## config.mk

```make
export PLATFORM = sky130hd
export DESIGN_NAME = acp_mm2s_engine
export DESIGN_NICKNAME = d
export VERILOG_FILES = /design/src/rtl/acp_pkg.sv /design/src/rtl/acp_burst_calc.sv /design/src/rtl/acp_mm2s_engine.sv
export SDC_FILE = /design/constraint.sdc
export NUM_CORES = 1
export LEC_CHECK = 0
export CAP_MARGIN = 20
export CORE_MARGIN = 1
export CORE_UTILIZATION = 35
export DETAILED_ROUTE_END_ITERATION = 10
export HOLD_SLACK_MARGIN = 0.02
export PLACE_DENSITY = 0.69
export SLEW_MARGIN = 20
export SYNTH_ARGS = -nofsm -noshare
export SYNTH_HDL_FRONTEND = slang
export SYNTH_SLANG_ARGS = --single-unit
export TNS_END_PERCENT = 5
```

## constraint.sdc

```tcl
create_clock -name clk -period 5.2 [get_ports clk]
set_input_delay 0.78 -clock clk [delete_from_list [all_inputs] [get_ports clk]]
set_output_delay 0.78 -clock clk [all_outputs]
set_load 0.01 [all_outputs]
```

## src/rtl/acp_pkg.sv

```systemverilog
// Shared definitions for the ACP MM2S datamover engine: command field
// positions, status layout, FSM encoding and beat/page constants.
package acp_pkg;

  // Command stream field positions
  localparam int unsigned CMD_W     = 72;
  localparam int unsigned BTT_LSB   = 0;
  localparam int unsigned BTT_MSB   = 22;
  localparam int unsigned TYPE_BIT  = 23;
  localparam int unsigned EOF_BIT   = 30;
  localparam int unsigned SADDR_LSB = 32;
  localparam int unsigned SADDR_MSB = 63;
  localparam int unsigned TAG_LSB   = 64;
  localparam int unsigned TAG_MSB   = 67;

  localparam int unsigned BTT_W   = BTT_MSB - BTT_LSB + 1;
  localparam int unsigned SADDR_W = SADDR_MSB - SADDR_LSB + 1;
  localparam int unsigned TAG_W   = TAG_MSB - TAG_LSB + 1;

  // Status word bit indices
  localparam int unsigned STS_W          = 8;
  localparam int unsigned STS_TAG_LSB    = 0;
  localparam int unsigned STS_INTERR_BIT = 4;
  localparam int unsigned STS_DECERR_BIT = 5;
  localparam int unsigned STS_SLVERR_BIT = 6;
  localparam int unsigned STS_OK_BIT     = 7;

  // Beat and page geometry
  localparam int unsigned ACP_BEAT_BYTES  = 8;
  localparam int unsigned ACP_4K_BOUNDARY = 4096;
  localparam int unsigned BEAT_SHIFT      = 3;
  localparam int unsigned BEATS_W         = BTT_W - BEAT_SHIFT;
  localparam int unsigned BURST_W         = 5;
  localparam int unsigned PAGE_IDX_W      = 9;
  localparam int unsigned PAGE_BEATS_W    = 10;
  localparam int unsigned ARLEN_W         = 8;

  // Status payload, field order matches the bit indices above
  typedef struct packed {
    logic             ok;
    logic             slverr;
    logic             decerr;
    logic             interr;
    logic [TAG_W-1:0] tag;
  } sts_t;

  typedef enum logic [2:0] {
    ST_IDLE  = 3'd0,
    ST_CHECK = 3'd1,
    ST_ADDR  = 3'd2,
    ST_DATA  = 3'd3,
    ST_STS   = 3'd4
  } state_e;

endpackage

```

## src/rtl/acp_burst_calc.sv

```systemverilog
// Burst sizing: beats = min(remaining, max burst length, beats left in 4 KB page).
module acp_burst_calc
  import acp_pkg::*;
#(
  parameter int unsigned MAX_BURST_LEN = 16
) (
  input  logic [BEATS_W-1:0]    remaining,
  input  logic [PAGE_IDX_W-1:0] page_beat,
  output logic [BURST_W-1:0]    beats,
  output logic [ARLEN_W-1:0]    arlen
);

  localparam int unsigned PAGE_BEATS = ACP_4K_BOUNDARY / ACP_BEAT_BYTES;

  logic [PAGE_BEATS_W-1:0] to_page;
  logic [BEATS_W-1:0]      lim;

  // Three-way minimum; remaining is never zero when the result is used
  always_comb begin
    to_page = PAGE_BEATS_W'(PAGE_BEATS) - PAGE_BEATS_W'(page_beat);
    lim     = BEATS_W'(MAX_BURST_LEN);
    if (remaining < lim) lim = remaining;
    if (BEATS_W'(to_page) < lim) lim = BEATS_W'(to_page);
    beats = BURST_W'(lim);
    arlen = ARLEN_W'(beats) - ARLEN_W'(1);
  end

endmodule

```

## src/rtl/acp_mm2s_engine.sv

```systemverilog
// MM2S datamover engine: takes one read command, issues 4 KB-safe INCR bursts
// on the ACP read port, forwards read data as a stream, returns a status byte.
// Optional macro ACP_MM2S_BYTE_SWAP_EN byte-reverses the forwarded stream data.
module acp_mm2s_engine
  import acp_pkg::*;
#(
  parameter int unsigned C_M_AXI_ADDR_WIDTH = 32,
  parameter int unsigned C_M_AXI_DATA_WIDTH = 64,
  parameter int unsigned C_MAX_BURST_LEN    = 16,
  parameter logic [3:0]  C_ARCACHE          = 4'b1111,
  parameter logic [2:0]  C_PROT             = 3'b010
) (
  input  logic                            clk,
  input  logic                            aresetn,
  input  logic                            S_AXIS_CMD_TVALID,
  output logic                            S_AXIS_CMD_TREADY,
  input  logic [71:0]                     S_AXIS_CMD_TDATA,
  output logic                            M_AXIS_STS_TVALID,
  input  logic                            M_AXIS_STS_TREADY,
  output logic [7:0]                      M_AXIS_STS_TDATA,
  output logic [C_M_AXI_ADDR_WIDTH-1:0]   M_AXI_ARADDR,
  output logic [7:0]                      M_AXI_ARLEN,
  output logic [2:0]                      M_AXI_ARSIZE,
  output logic [1:0]                      M_AXI_ARBURST,
  output logic [3:0]                      M_AXI_ARCACHE,
  output logic [2:0]                      M_AXI_ARPROT,
  output logic                            M_AXI_ARVALID,
  input  logic                            M_AXI_ARREADY,
  input  logic [C_M_AXI_DATA_WIDTH-1:0]   M_AXI_RDATA,
  input  logic [1:0]                      M_AXI_RRESP,
  input  logic                            M_AXI_RLAST,
  input  logic                            M_AXI_RVALID,
  output logic                            M_AXI_RREADY,
  output logic [C_M_AXI_DATA_WIDTH-1:0]   M_AXIS_TDATA,
  output logic [C_M_AXI_DATA_WIDTH/8-1:0] M_AXIS_TKEEP,
  output logic                            M_AXIS_TLAST,
  output logic                            M_AXIS_TVALID,
  input  logic                            M_AXIS_TREADY
);

  localparam int unsigned ADDR_W = C_M_AXI_ADDR_WIDTH;
  localparam int unsigned DATA_W = C_M_AXI_DATA_WIDTH;
  localparam int unsigned KEEP_W = DATA_W / 8;

  state_e state, next_state;

  logic                cmd_ready;
  logic                sts_valid;
  logic [BTT_W-1:0]    btt_q;
  logic [ADDR_W-1:0]   addr_q;
  logic [BEATS_W-1:0]  remaining_q;
  logic [TAG_W-1:0]    tag_q;
  logic                eof_q;
  logic                type_q;
  logic                interr_q;
  logic                slverr_q;
  logic                decerr_q;

  logic                interr_c;
  logic                r_hs_c;
  logic [BURST_W-1:0]  burst_beats_c;
  logic [ARLEN_W-1:0]  burst_arlen_c;
  logic [DATA_W-1:0]   stream_data_c;
  sts_t                sts_c;
  logic                unused_cmd_bits;

  assign unused_cmd_bits = ^{S_AXIS_CMD_TDATA[71:68], S_AXIS_CMD_TDATA[31],
                             S_AXIS_CMD_TDATA[29:24]};

  acp_burst_calc #(
    .MAX_BURST_LEN (C_MAX_BURST_LEN)
  ) u_burst_calc (
    .remaining (remaining_q),
    .page_beat (addr_q[11:3]),
    .beats     (burst_beats_c),
    .arlen     (burst_arlen_c)
  );

  // Command sanity: zero length, partial beat, misaligned address or fixed type
  assign interr_c = (btt_q == '0) || (btt_q[2:0] != 3'b000) ||
                    (addr_q[2:0] != 3'b000) || !type_q;

  assign r_hs_c = (state == ST_DATA) && M_AXI_RVALID && M_AXIS_TREADY;

  // Stream data ordering
`ifdef ACP_MM2S_BYTE_SWAP_EN
  always_comb begin
    stream_data_c = '0;
    for (int i = 0; i < KEEP_W; i++) begin
      stream_data_c[i*8 +: 8] = M_AXI_RDATA[(KEEP_W-1-i)*8 +: 8];
    end
  end
`else
  always_comb begin
    stream_data_c = M_AXI_RDATA;
  end
`endif

  // State register
  always_ff @(posedge clk or negedge aresetn) begin
    if (!aresetn) state <= ST_IDLE;
    else          state <= next_state;
  end

  // Next-state decode and combinational channel outputs
  always_comb begin
    next_state    = state;
    M_AXI_ARVALID = 1'b0;
    M_AXI_ARADDR  = '0;
    M_AXI_ARLEN   = '0;
    M_AXI_RREADY  = 1'b0;
    M_AXIS_TVALID = 1'b0;
    M_AXIS_TDATA  = '0;
    M_AXIS_TLAST  = 1'b0;
    unique case (state)
      ST_IDLE: begin
        if (S_AXIS_CMD_TVALID && cmd_ready) next_state = ST_CHECK;
      end
      ST_CHECK: begin
        next_state = interr_c ? ST_STS : ST_ADDR;
      end
      ST_ADDR: begin
        M_AXI_ARVALID = 1'b1;
        M_AXI_ARADDR  = addr_q;
        M_AXI_ARLEN   = burst_arlen_c;
        if (M_AXI_ARREADY) next_state = ST_DATA;
      end
      ST_DATA: begin
        M_AXI_RREADY  = M_AXIS_TREADY;
        M_AXIS_TVALID = M_AXI_RVALID;
        M_AXIS_TDATA  = stream_data_c;
        M_AXIS_TLAST  = eof_q && M_AXI_RLAST && (remaining_q == '0);
        if (r_hs_c && M_AXI_RLAST) begin
          next_state = (remaining_q != '0) ? ST_ADDR : ST_STS;
        end
      end
      ST_STS: begin
        if (M_AXIS_STS_TREADY && sts_valid) next_state = ST_IDLE;
      end
      default: next_state = ST_IDLE;
    endcase
  end

  // Command latch, burst bookkeeping, sticky errors and registered handshakes
  always_ff @(posedge clk or negedge aresetn) begin
    if (!aresetn) begin
      cmd_ready   <= 1'b0;
      sts_valid   <= 1'b0;
      btt_q       <= '0;
      addr_q      <= '0;
      remaining_q <= '0;
      tag_q       <= '0;
      eof_q       <= 1'b0;
      type_q      <= 1'b0;
      interr_q    <= 1'b0;
      slverr_q    <= 1'b0;
      decerr_q    <= 1'b0;
    end else begin
      cmd_ready <= (next_state == ST_IDLE);
      sts_valid <= (next_state == ST_STS);
      unique case (state)
        ST_IDLE: begin
          if (S_AXIS_CMD_TVALID && cmd_ready) begin
            btt_q  <= S_AXIS_CMD_TDATA[BTT_MSB:BTT_LSB];
            addr_q <= ADDR_W'(S_AXIS_CMD_TDATA[SADDR_MSB:SADDR_LSB]);
            tag_q  <= S_AXIS_CMD_TDATA[TAG_MSB:TAG_LSB];
            eof_q  <= S_AXIS_CMD_TDATA[EOF_BIT];
            type_q <= S_AXIS_CMD_TDATA[TYPE_BIT];
          end
        end
        ST_CHECK: begin
          if (interr_c) interr_q    <= 1'b1;
          else          remaining_q <= btt_q[BTT_W-1:BEAT_SHIFT];
        end
        ST_ADDR: begin
          if (M_AXI_ARREADY) begin
            addr_q      <= addr_q + (ADDR_W'(burst_beats_c) << BEAT_SHIFT);
            remaining_q <= remaining_q - BEATS_W'(burst_beats_c);
          end
        end
        ST_DATA: begin
          if (r_hs_c) begin
            if (M_AXI_RRESP == 2'b10) slverr_q <= 1'b1;
            if (M_AXI_RRESP == 2'b11) decerr_q <= 1'b1;
          end
        end
        ST_STS: begin
          if (M_AXIS_STS_TREADY && sts_valid) begin
            interr_q <= 1'b0;
            slverr_q <= 1'b0;
            decerr_q <= 1'b0;
          end
        end
        default: ;
      endcase
    end
  end

  // Status word assembly
  always_comb begin
    sts_c.tag    = tag_q;
    sts_c.interr = interr_q;
    sts_c.decerr = decerr_q;
    sts_c.slverr = slverr_q;
    sts_c.ok     = !(interr_q || decerr_q || slverr_q);
  end

  assign S_AXIS_CMD_TREADY = cmd_ready;
  assign M_AXIS_STS_TVALID = sts_valid;
  assign M_AXIS_STS_TDATA  = sts_valid ? sts_c : '0;
  assign M_AXI_ARSIZE      = 3'b011;
  assign M_AXI_ARBURST     = 2'b01;
  assign M_AXI_ARCACHE     = C_ARCACHE;
  assign M_AXI_ARPROT      = C_PROT;
  assign M_AXIS_TKEEP      = {KEEP_W{1'b1}};

endmodule

```

-- After elaboration in Yosys (flattened, before gate mapping)
Cells that the tools add are included.
- register bits: 89
- bits in latches: 0
- memory bits (writable): 0
- ROM bits: 0
- input port bits: 146
- word-level logic and storage cells: 96
- memories kept: 0
- add/subtract/negate cells: 4
- $mul: 0
- divide/modulo/power cells: 0
- $lt $le $gt $ge: 2
- equal/unequal tests: 15
- shifts and indexed selects: 0
- mux-type cells: 32
- bitwise operators: 0
- reductions and logical operators: 31
- operators by type and width (cell ; number):
    32-bit 2-to-1 mux ; 3
    64-bit 2-to-1 mux ; 1
    32-bit one-hot mux with 2 select lines ; 1
    20-bit 2-to-1 mux ; 3
    20-bit one-hot mux with 2 select lines ; 1
    32-bit by 8-bit adder with 32-bit output ; 1
    23-bit logical NOT ; 1
    20-bit logical NOT ; 1
    10-bit by 20-bit less-than comparator with 1-bit output ; 1
    20-bit by 5-bit less-than comparator with 1-bit output, second input constant ; 1
    20-bit nonzero test ; 1
    20-bit by 5-bit subtractor with 20-bit output ; 1
    3-bit 2-to-1 mux ; 6
    8-bit 2-to-1 mux ; 2
    3-bit one-hot mux with 5 select lines ; 1
    2-bit != test, second input constant ; 6
    1-bit 2-to-1 mux ; 10
    10-bit by 9-bit subtractor with 10-bit output, first input constant ; 1
    3-bit AND reduction ; 3
    4-bit AND reduction ; 2
    2-bit nonzero test ; 4
    1-bit logical AND ; 7
    3-bit by 2-bit == test with 1-bit output, second input constant ; 2
    3-bit == test, second input constant ; 2
    other kinds (11) ; 22

-- Logic depth before layout (Yosys ltp)
- depth after elaboration: 7
- gate-level depth with buffers: 25
- depth with buffers taken out: 24

-- Modules after synthesis
From an unflattened synthesis, not the netlist that was laid out.
- cells, all modules: 834
- area, all modules: 6749.0 sq um
- by module, submodules not included (module ; times used ; cells an instance ; area an instance (sq um) ; seq. area each (sq um)):
    acp_mm2s_engine ; 1 ; 747 ; 6120.9 ; 2227.1
    acp_burst_calc ; 1 ; 87 ; 628.1 ; 0.0

-- Worst setup path after synthesis
OpenSTA, ideal clock, no wires.
- path kind: flip-flop to flip-flop
- from: register remaining_q[13]
- to: register addr_q[21]
- setup time: 137 ps
- arrival time: 5303 ps
- required time: 5063 ps
- slack: -240 ps
- stages on the path, launching flop included: 26
- buffers on the path: 1
- period minus slack after synthesis: 5440 ps
- cells stage by stage: dfrtp_1 or3_4 or4_4 or3_1 buf_6 clkinv_8 nand2_1 ha_1 o211ai_1 nand3b_1 nand2_1 o21ai_1 nand3_1 o21ai_0 ha_1 inv_1 fa_1 nor2b_1 o21ai_0 a21boi_0 o21bai_1 nor2_1 nand3_1 or4_1 o22ai_1 a21oi_1
- cells in the longest elaborated chain, start to end: 7
- RTL lines (element ; line ; RTL):
    start: declaration ; acp_mm2s_engine.sv:51 ; logic [BEATS_W-1:0] remaining_q;
    start signal: assignment ; acp_mm2s_engine.sv:173 ; else remaining_q <= btt_q[BTT_W-1:BEAT_SHIFT];
    start signal: assignment ; acp_mm2s_engine.sv:178 ; remaining_q <= remaining_q - BEATS_W'(burst_beats_c);
    20-bit by 5-bit less-than comparator with 1-bit output ; acp_burst_calc.sv:22 ; if (remaining < lim) lim = remaining;
    20-bit 2-to-1 mux * ; acp_burst_calc.sv:22 ;
    10-bit by 20-bit less-than comparator with 1-bit output ; acp_burst_calc.sv:23 ; if (BEATS_W'(to_page) < lim) lim = BEATS_W'(to_page);
    5-bit 2-to-1 mux * ; acp_burst_calc.sv:23 ;
    32-bit by 8-bit adder with 32-bit output * ; acp_mm2s_engine.sv:177 ; addr_q <= addr_q + (ADDR_W'(burst_beats_c) << BEAT_SHIFT);
    32-bit 2-to-1 mux * ; acp_mm2s_engine.sv:176 ; if (M_AXI_ARREADY) begin
    32-bit one-hot mux with 2 select lines * ; acp_mm2s_engine.sv:161 ; unique case (state)
    end signal: assignment ; acp_mm2s_engine.sv:165 ; addr_q <= ADDR_W'(S_AXIS_CMD_TDATA[SADDR_MSB:SADDR_LSB]);
    end signal: assignment ; acp_mm2s_engine.sv:177 ;
    end: declaration ; acp_mm2s_engine.sv:50 ; logic [ADDR_W-1:0] addr_q;
Every way passes the cells marked *; elsewhere a longest branch is shown, timed or not. The select of a mux whose other input is x is not followed.
A chain may end at the register's enable or synchronous reset.

-- Worst setup path after layout
Same ends and word-level chain as after synthesis.

==> impl_metrics.csv <==
group,metric,value,unit
status,violations,"design-rule violations",
floorplanning,core,0.01815,mm2
clocking,numCtsBuffers,9,
sta,skew,0.006314,ns
critical_path,crit_path_start_kind,"flop",
status,status,"finished, violations left",
synth,async_flop_share,1.000,
sta,hold_viol,0,
global_routing,grt.total_usage,0.2222,
clocking,clk_latency,0.35,ns
placement,hpwl,15.73,mm
route,wire_per_inst,15.78,um
synth,yosys.cell_types.count,67,
critical_path,setup.worst_path.end_class,"flop",
route,dr.first_iter.drc_count,671,
placement,placedCellCount,1342,
cells_and_area,layout.nets,1290,
synth,ys_top_cells_by_area,"dfrtp_1 (34%), nand2_1 (11%), and3_1 (7.4%)",
sta,tns,0,ns
cells_and_area,instances_no_fill,1360,
power,seq_power_share,0.217,
sta,worst_slack,0.09045,ns
power,p_leak,4.417,nW
floorplanning,pin_count,284,
power,total_power,4.901,mW
cells_and_area,antenna_cells,0,
cells_and_area,design_area,0.009838,mm2
clocking,cts_tree,"done",
sta,layout_min_cycle_time,5.110,ns
power,p_switching,2.190,mW
cells_and_area,final_common_cell,"clkdlybuf4s50_1",
clocking,path_clk_slew,0.07,ns
sta,finalCritPeriodShare,0.9826,
cells_and_area,final_cell_mix,"clkdlybuf4s50_1 (245), nand2_1 (187), dfrtp_1 (89)",
power,p_clk_frac,0.130,
synth,yosys_warnings,0,
synth,ys_ff_latch,89,
global_routing,antenna_found_initial,0,
clocking,clk_path_buf_depth,2,
synth,syn_area_per_cell,7.535,um2
route,vias,7136,
power,vdd_ir_drop_max,0.3186,mV
sta,worst_slew_pin_slew,0.7607,ns
critical_path,r2r_slack,0.09,ns
hold_path,worstHoldPathType,"input port to asynchronous set/reset pin",
power,p_int,2.711,mW
critical_path,cp_max_fo,4,
placement,numPortBuffers,252,
run,drv_cap,0,
synth,syn_inst,869,
route,viasPerCell,5.247,
global_routing,grt-ovfl-total,0,
cells_and_area,drive_above_1_share,0.09637,
synth,synth_top_area_frac,0.3401,
placement,gp_congestion,0.8638,
route,wl,21.46,mm
sta,setup_viol,0,
clocking,root_buffer,"clkbuf_16",
cells_and_area,final_util,0.5421,
sta,whs,0.3561,ns
critical_path,required,5.42,ns
synth,synth_edf_count,0,
critical_path,worstRegToRegCells,24,
floorplanning,initial_core_util,0.3608,
floorplanning,die-height,138.8,um
route,firstDrtPassIters,10,
cells_and_area,synthToLayoutAreaGrowth,50.26,%
power,pwr-share-comb,0.653,
synth,yosysTopAreaCell,"dfrtp_1",
clocking,ctsHoldBuffers,0,
global_routing,grt_first_pass_wirelength,34.88,mm
route,ant_nets,0,
sta,fmax,195.7,MHz
placement,place_ws,-0.09996,ns
global_routing,grt_pass1_vias,6714,
floorplanning,die_area,0.01926,mm2
global_routing,grt_max_degree,77,
sta,rsz0062_at_grt,"yes",
clocking,clock-sinks,89,
sta,max_slew_margin,0.4928,
critical_path,path_class,"flop to flop",
synth,syn-cell-area,0.006548,mm2
floorplanning,row_count,49,
critical_path,cp.arrival,5.33,ns
power,power_density,498.1,mW/mm2
placement,placed_area,0.009444,mm2
sta,drv_slew,0,
floorplanning,die_w,138.8,um
route,drc,9,
synth,seq_area_frac_synth,0.3401,
power,p_sw_frac,0.4468,
clocking,htree_levels,3,
synth,synth_top_flop_cell,"dfrtp_1",
## worst max-delay path, stage by stage (launching register included)
cell	delay (ns)
dfrtp_1	0.38
or3_4	0.39
or4_4	0.43
or3_4	0.38
clkinv_8	0.06
nand2_1	0.05
ha_1	0.30
nand2_1	0.09
nand4_1	0.14
buf_4	0.19
nor4_4	0.19
o21ai_4	0.10
o21ai_2	0.14
ha_1	0.18
inv_1	0.05
fa_1	0.39
nor2b_2	0.13
o21ai_0	0.10
a21boi_1	0.22
o21bai_2	0.11
nor2_1	0.13
nand3_1	0.11
or4_1	0.46
o22ai_1	0.16
a21oi_1	0.09
## power groups by stage
stage | logic (mW) | clock network, mW | registers [mW]
after floorplan | 1.97 | 0 | 0.995
after detailed placement | 3.10 | 0 | 1.07
after global routing | 3.51 | 0.683 | 1.10
final | 3.20 | 0.637 | 1.06
after global placement | 3.06 | 0 | 1.07
after CTS | 3.14 | 0.652 | 1.06
## kinds of logic (layout without fill, tap and decap cells)
logic type	Yosys count	in the layout	share of synthesized area
simple gates	469	469	0.3524
compound gates	172	172	0.1752
buf+inv	106	345	0.07816
flops	89	89	0.3401
fa+ha+maj	18	18	0.03554
xor+xnor	13	13	0.01739
other cells	2	25	0.001147
## state kept, by name (all words and copies together) (netlist names), 3 cells and up
name         count
btt_q           23
addr_q          32
tag_q            4
state            3
remaining_q     20
## cell usage after synthesis, types with 3 or more instances
cell      number
clkbuf_1      53
o311a_1        3
nand2b_1       6
or2_2          4
a311o_1        6
or4_1          5
nand2_1      187
o21ai_1        4
a211o_1        3
o21ai_0       26
nor4b_1        3
or3_1          7
o21bai_1       3
nor2_1        54
nand3_1       36
nor2b_1        3
o31ai_1        3
buf_4         23
a22oi_1        4
xnor2_1        7
and2_1        31
nor3_1        19
a31oi_1        9
o22ai_1       19
o211ai_1       6
a21oi_1       53
ha_1          17
nor4_1        19
nor3b_1        3
xor2_1         6
nand4_1        6
nand3b_1       3
inv_1         24
a211oi_1       4
o21ai_2        3
a32o_1         3
dfrtp_1       89
and3_1        77
## per-layer routing
metal  global-route usage  share of wire
met2               0.3522           0.47
met3              0.03936          0.047
met4              0.05380          0.011
met1               0.3130           0.47
met5                    0              0
## worst paths after layout
| check | startpoint | to |
|---|---|---|
| worst min register to register | btt_q[2] | btt_q[2] |
| worst min-delay path | aresetn | addr_q[10] |
| worst max register to register | remaining_q[13] | addr_q[21] |
| min in group clk | btt_q[2] | btt_q[2] |
| worst max-delay path | remaining_q[13] | addr_q[21] |
| max in group asynchronous | aresetn | state[1] |
## what timing repair did
action,4_1_cts,5_1_grt
setup endpoints to repair,15,21
gates resized for setup,9,20
buffers inserted,1,1
pin swaps,2,9
## layout make-up
class	count	area (um2)
sequential	89	2227
tap	229	286.5
multi-input combinational	697	4010
clock inverter	6	48.80
fill	1700	8309
inverter	26	110.1
timing repair buffer	303	2917
clock buffer	10	239.0
No activity file was read; power rests on OpenSTA's default activity.
